==> src/rtl/branch_predictor.sv <==
// Direct-mapped BHT/BTB with 2-bit saturating counters. Lookup is combinational;
// resolution updates the table and raises a registered redirect on a mispredict.
module branch_predictor #(
    parameter int ENTRIES = 16,
    parameter int IDX_W   = $clog2(ENTRIES)
) (
    input  logic        clock,
    input  logic        reset,
    input  logic [31:0] fetch_pc,
    output logic        pred_taken,
    output logic [31:0] pred_target,
    input  logic        resolve_valid,
    input  logic        resolve_is_branch,
    input  logic [31:0] resolve_pc,
    input  logic        branch_result,
    input  logic [31:0] resolve_target,
    input  logic        resolve_pred_taken,
    input  logic [31:0] resolve_pred_target,
    output logic        redirect,
    output logic [31:0] redirect_pc,
    output logic [31:0] mispredict_count
);
    localparam int TAG_W = 32 - IDX_W - 2;

    logic [ENTRIES-1:0]            valid_vec;
    logic [ENTRIES-1:0][TAG_W-1:0] tag_vec;
    logic [ENTRIES-1:0][31:0]      target_vec;
    logic [ENTRIES-1:0][1:0]       ctr_vec;

    logic [IDX_W-1:0] f_idx, r_idx;
    logic [TAG_W-1:0] f_tag, r_tag;
    logic             f_hit, r_hit, upd;

    assign f_idx = fetch_pc[IDX_W+1:2];
    assign f_tag = fetch_pc[31:IDX_W+2];
    assign r_idx = resolve_pc[IDX_W+1:2];
    assign r_tag = resolve_pc[31:IDX_W+2];
    assign upd   = resolve_valid & resolve_is_branch;

    assign f_hit       = valid_vec[f_idx] && (tag_vec[f_idx] == f_tag);
    assign r_hit       = valid_vec[r_idx] && (tag_vec[r_idx] == r_tag);
    assign pred_taken  = f_hit & ctr_vec[f_idx][1];
    assign pred_target = pred_taken ? target_vec[f_idx] : fetch_pc + 32'd4;

    genvar gi;
    generate
        for (gi = 0; gi < ENTRIES; gi++) begin : g_entry
            logic             valid_q, valid_d;
            logic [TAG_W-1:0] tag_q, tag_d;
            logic [31:0]      target_q, target_d;
            logic [1:0]       ctr_q, ctr_d;
            logic             sel;

            assign sel = upd && (r_idx == IDX_W'(gi));

            always_comb begin
                valid_d  = valid_q;
                tag_d    = tag_q;
                target_d = target_q;
                ctr_d    = ctr_q;
                if (sel) begin
                    if (r_hit) begin
                        if (branch_result) begin
                            target_d = resolve_target;
                            if (ctr_q != 2'b11) ctr_d = ctr_q + 2'd1;
                        end else if (ctr_q != 2'b00) begin
                            ctr_d = ctr_q - 2'd1;
                        end
                    end else if (branch_result) begin
                        // Taken miss evicts whatever occupied this slot
                        valid_d  = 1'b1;
                        tag_d    = r_tag;
                        target_d = resolve_target;
                        ctr_d    = 2'b10;
                    end
                end
            end

            always_ff @(posedge clock) begin
                if (reset) begin
                    valid_q  <= 1'b0;
                    tag_q    <= '0;
                    target_q <= '0;
                    ctr_q    <= 2'b01;
                end else begin
                    valid_q  <= valid_d;
                    tag_q    <= tag_d;
                    target_q <= target_d;
                    ctr_q    <= ctr_d;
                end
            end

            assign valid_vec[gi]  = valid_q;
            assign tag_vec[gi]    = tag_q;
            assign target_vec[gi] = target_q;
            assign ctr_vec[gi]    = ctr_q;
        end
    endgenerate

    logic [31:0] actual_next, predicted_next;
    logic        mispredict;
    logic        redirect_q, redirect_d;
    logic [31:0] redirect_pc_q, redirect_pc_d;
    logic [31:0] count_q, count_d;

    // Compare full next-PCs so a right direction with a stale target still flushes
    assign actual_next    = branch_result ? resolve_target : resolve_pc + 32'd4;
    assign predicted_next = resolve_pred_taken ? resolve_pred_target : resolve_pc + 32'd4;
    assign mispredict     = upd && (actual_next != predicted_next);

    always_comb begin
        redirect_d    = mispredict;
        redirect_pc_d = redirect_pc_q;
        count_d       = count_q;
        if (mispredict) begin
            redirect_pc_d = actual_next;
            if (count_q != 32'hFFFF_FFFF) count_d = count_q + 32'd1;
        end
    end

    always_ff @(posedge clock) begin
        if (reset) begin
            redirect_q    <= 1'b0;
            redirect_pc_q <= '0;
            count_q       <= '0;
        end else begin
            redirect_q    <= redirect_d;
            redirect_pc_q <= redirect_pc_d;
            count_q       <= count_d;
        end
    end

    assign redirect         = redirect_q;
    assign redirect_pc      = redirect_pc_q;
    assign mispredict_count = count_q;
endmodule

==> config.mk <==
export PLATFORM = sky130hd
export DESIGN_NAME = branch_predictor
export DESIGN_NICKNAME = d
export VERILOG_FILES = /design/src/rtl/branch_predictor.sv
export SDC_FILE = /design/constraint.sdc
export NUM_CORES = 2
export LEC_CHECK = 0
export CORE_MARGIN = 3
export CORE_UTILIZATION = 55
export CTS_BUF_LIST = sky130_fd_sc_hd__clkbuf_16
export CTS_CLUSTER_DIAMETER = 150
export DETAILED_ROUTE_END_ITERATION = 6
export HOLD_SLACK_MARGIN = 0.08
export PLACE_DENSITY = 0.86
export SLEW_MARGIN = 40
export SYNTH_ARGS = -nofsm -noshare
export SYNTH_HDL_FRONTEND = slang
export SYNTH_SLANG_ARGS = --single-unit
==> constraint.sdc <==
create_clock -name clock -period 6.1 [get_ports clock]
set_clock_uncertainty 0.15 [all_clocks]
set_input_delay 1.22 -clock clock [delete_from_list [all_inputs] [get_ports clock]]
set_output_delay 1.22 -clock clock [all_outputs]
set_load 0.005 [all_outputs]
# == Yosys cells after proc, flatten, opt, wreduce, memory -nomap -nowiden ==
# Cells that the tools add are included.
# totals
reg_bits,1041
inputBits,134
output_inout_bits,98
wordCells,340
# classes
n_addsub,35
magnitude_cmp,2
eq_ne,51
mux,80
n_bitwise,3
n_reduce_logical,102
# ops
operator,n
$bmux 26 s4,2
$mux 2,66
$bmux 32 s4,1
$mux 32,4
$reduce_bool 2->1,33
$add 32x3->32 const B,2
$reduce_and 4->1,16
$eq 26x26->1,2
$mux 26,2
$ne 3x2->1 const B,16
$reduce_and 3->1,16
$reduce_and 2->1,17
$add 2x1->2 const B,16
$add 32x1->32 const B,1
$eq 4x4->1 const B,8
$ne 2x2->1 const B,16
$ne 32x32->1,1
$ne 32x32->1 const B,1
$sub 2x1->2 const B,16
$logic_and 1x1->1,19
$eq 4x3->1 const B,4
$lt 4x5->1 const B,2
$bmux 1 s4,2
$bmux 2 s4,1
other kinds (6),9

# == Logic depth before layout (Yosys ltp) ==
# depth
ltp_word,6
ltp_mapped,17

# == Worst setup path after synthesis ==
# No wires, ideal clock.
# synth_timing
path_type,input-to-output
start,in fetch_pc[3]
end,out pred_target[10]
arrival_ns,4.654
required_time_ns,4.730
path_slack_ns,0.076
cell_stages,14
n_path_buf,8
cell_sequence,buf_2 -> buf_2 -> buf_2 -> buf_1 -> buf_1 -> mux4_2 -> mux4_2 -> xnor2_1 -> nand2_1 -> or4b_1 -> buf_2 -> buf_6 -> buf_6 -> a21oi_2
# synth_between
elab_chain_cells,6
# synth_rtl
item,line,rtl
start: declaration,9,"input logic [31:0] fetch_pc,"
$bmux 26 s4,40,assign f_hit = valid_vec[f_idx] && (tag_vec[f_idx] == f_tag);
$mux 26 (implied by the code),40,
$eq 26x26->1,40,
$logic_and 1x1->1,40,
$and 1x1->1,42,assign pred_taken = f_hit & ctr_vec[f_idx][1];
$mux 32 (*),43,assign pred_target = pred_taken ? target_vec[f_idx] : fetch_pc + 32'd4;
end: declaration,11,"output logic [31:0] pred_target,"
# Mark *: on every way between the ends. The rest lies on a longest branch, timed or not. The select of a mux whose other input is x is not followed.

# == Final worst setup path ==
# layout_timing
start,in fetch_pc[3]
end,out pred_target[0]
# The elaborated chain is that of the path after synthesis.

==> summary.txt <==
Clock network
  – Clock Sinks: 1041
  – CTS H-tree lvls: 3
  – CTS Root Cell: clkbuf_16
  – TritonCTS clock tree: done
  – Clock-pin slew on the worst setup and hold paths: 0.06 ns
  – CTS Buf Count: 106
  – Clk_lat worst skew: 0.72 ns
  – Clk buf depth: 3

Synthesis
  – Netlist cell types: 74
  – Sequential share of the synthesized area: 39.5%
  – Post-Syn Nets: 6276
  – Most used DFF post-synth: dfxtp_1
  – Syn Area/Cell: 8.60 µm²
  – Ys async rst share: 0%
  – Dominant cell type by area after synthesis: dfxtp_1
  – Most frequent cells after synthesis: nand2_1, dfxtp_1, a21oi_1
  – Number of flops mapped to enable cells by yosys: 0
  – Yosys reg bits: 1041
  – Most common cell in the synthesized netlist: nand2_1
  – Yosys top cell area share: 39.5%
  – Cell area after synthesis: 52800 µm²
  – Largest cells by area after synthesis: dfxtp_1, mux4_2, nand2_1
  – Synth Warn #: 0
  – Post-Syn Instances: 6136

Drt
  – Metal2 WL: 85800 µm
  – Drt pass-1 iters: 7
  – Post-route antenna net violation count: 0
  – Metal3 WL: 39500 µm
  – Routed wire length per instance: 28.2 µm
  – Vias: 52200
  – Vias/cell: 6.97
  – DRT iter0 DRCs: 9608
  – Top sig layer: met5
  – Routed wire length: 211000 µm
  – Drt drc: 47
  – M1 WL: 67800 µm

Timing
  – Tmin final: 6.51 ns
  – Unrepaired setup endpoints after global routing: true
  – Fin crit share: 107%
  – Worst-Margin Slew: 0.963 ns
  – Max frequency: 0.154 GHz
  – Final Hold Vio Count: 0
  – Max-slew violation count: 0
  – Worst Slack Setup Final: -0.406 ns
  – Slew margin rel.: 35.7%
  – Final setup fails: 29

Die
  – Number of cell rows: 112
  – I/O pin count: 232
  – Die Y: 316 µm
  – Initial Utilization: 56.1%
  – Die area: 99700 µm²
  – Core area: 94200 µm²
  – Die W: 316 µm

Worst setup path
  – Top delay family on crit path: buffers and inverters
  – CP endpoint kind: output pin
  – Crit path launch: fetch_pc[3]
  – Reg-to-reg startpoint: g_entry[3].tag_q[13]
  – CP Buf/Inv Count: 9
  – Max incr delay on CP: 0.66 ns
  – Worst Path Class, Setup: in -> out
  – CP most frequent cell: buf_12
  – CP max stage cell: or4b_4
  – Critical path arrival: 5.14 ns
  – Critical Path Start Type: input port
  – Crit path cell chain: buf_12, buf_12, buf_4, mux4_2, mux4_2, xnor2_2, buf_4, nand4_1, or4_4, or4b_4, buf_12, buf_12, buf_6, buf_6, mux2_2, buf_2
  – Max FO, Critical Path: 23
  – CP required: 4.73 ns

GRT
  – Gr usage total: 41.0%
  – Initial antenna violation count: 7
  – Largest net degree at the start of global routing: 177
  – Vias in the first global route: 49900
  – Grt ovf: 0
  – First-pass GRT wire length: 309000 µm

Min path
  – Worst hold path type: reg -> reg
  – Hold path start: g_entry[14].target_q[13]

Run status
  – Outcome: finished, violations left
  – Violated checks: DRC, setup timing

Finish
  – Storage cell area: 20800 µm²
  – Layout cell share with drive strength beyond 1: 16.2%
  – Fillers: 7215
  – Final-stage net count: 6281
  – Multi-input logic area: 29700 µm²
  – Final Non-Filler Cells: 7489
  – Synth-to-layout area growth: 15.5%

Pwr
  – Maximum VDD drop: 267 µV
  – LEAKAGE: 0.0203 µW
  – Total power: 14600 µW
  – Cell area power density: 239 nW/µm²

Place
  – Post-DP HPWL: 127000 µm
  – Routability cong.: 0.990
  – Port Buffers: 231
  – Inst Count DP: 7258

Job
  – MaxCap Viol Count: 0
[sequential cells by signal, summed over array words and instances, names as in the netlist]
| name | flops |
|---|---|
| g_entry.target_q | 512 |
| redirect_pc | 32 |
| redirect | 1 |
| g_entry.valid_q | 16 |
| mispredict_count | 32 |
| g_entry.tag_q | 416 |
| g_entry.ctr_q | 32 |
[power breakdown]
group	switching [µW]	internal (µW)
clock	2890	3410
sequential	29.1	6840
combinational	884	510
total	3810	10800
[cells in the final DEF (no fill, tap or decap), types with 15 or more instances in the layout]
| cell type | count |
|---|---|
| a21o_1 | 15 |
| a21oi_1 | 974 |
| a21oi_2 | 22 |
| a22oi_1 | 17 |
| a41o_1 | 15 |
| and3_1 | 28 |
| buf_12 | 61 |
| buf_2 | 16 |
| buf_4 | 229 |
| clkbuf_16 | 109 |
| clkdlybuf4s50_1 | 185 |
| clkinv_1 | 28 |
| clkinv_2 | 18 |
| dfxtp_1 | 1041 |
| inv_1 | 53 |
| mux2_2 | 32 |
| mux2i_1 | 100 |
| mux4_2 | 404 |
| nand2_1 | 1580 |
| nand3_1 | 446 |
| nand4_1 | 31 |
| nor2_1 | 203 |
| nor2_4 | 23 |
| nor2b_1 | 18 |
| nor3_1 | 19 |
| nor4_1 | 26 |
| o21ai_0 | 92 |
| o22ai_1 | 16 |
| xnor2_1 | 86 |
| xor2_1 | 56 |
[worst reg2reg max path: cells and delay by family, from the launching register on]
kind	cells	cell delay, ns
AO/OA/AOI/OAI	4	1.40
multiplexers	2	1.01
buffers and inverters	4	0.88
AND/OR/NAND/NOR	4	0.42
flip-flops	1	0.32
[metrics by stage]
stage,instance area (µm²),setup WS (ns),hold slack (ns),TNS [ns],util [%]
after floorplan,52800,0.0764,0.283,0,-
after global placement,57100,-0.694,0.288,-20.71,60.6
after detailed placement,57100,-0.663,0.293,-20.21,60.6
after CTS,60800,-0.323,0.301,-5.26,64.5
after global routing,61000,-0.431,0.314,-8.87,64.7
final,61000,-0.406,0.301,-7.91,64.7
[per-layer routing]
layer  up-vias  global-route usage (%)
met5         -                   0.532
met4         4                    28.8
met3      1339                    17.0
met2      4888                    58.1
met1     24400                    50.4
li1      21500                       -
[path summary, 6_finish.rpt]
kind / endpoint / slack (ns) / cells after the start
min: g_entry[14].target_q[13] / 0.30 / 2
max reg2reg: g_entry[4].tag_q[19] / 1.81 / 14
max: pred_target[0] / -0.41 / 16
min reg2reg: g_entry[14].target_q[13] / 0.30 / 2
[what timing repair did]
item                                    4_1_cts  5_1_grt
pin swaps                                     5        6
buffers inserted                             19        7
gates cloned                                  5        2
hold buffers                                  0        0
gates resized for setup                      74       43
endpoints found under the setup margin       33       33
[logic make-up (layout without fill, tap and decap cells)]
logic type / after synthesis / count (layout) / share of synthesized area (%)
other cells: 0 / 7 / 0
buf+inv: 669 / 761 / 5.12
compound gates: 1252 / 1252 / 13.0
simple gates: 2473 / 2473 / 19.7
flops: 1041 / 1041 / 39.5
xor+xnor: 159 / 159 / 2.78
mux: 536 / 536 / 19.8
fa+ha+maj: 6 / 6 / 0.142
[final cells by class]
class / count / share of cell area (%)
Antenna cell: 7 / 0.0287
Sequential cell: 1041 / 34.2
Inverter: 32 / 0.197
Multi-Input combinational cell: 4426 / 48.6
Timing Repair Buffer: 534 / 8.97
Clock inverter: 88 / 1.02
Tap cell: 1254 / 2.57
Clock buffer: 107 / 4.39
Note: power is estimated with default switching activity, not from simulation.
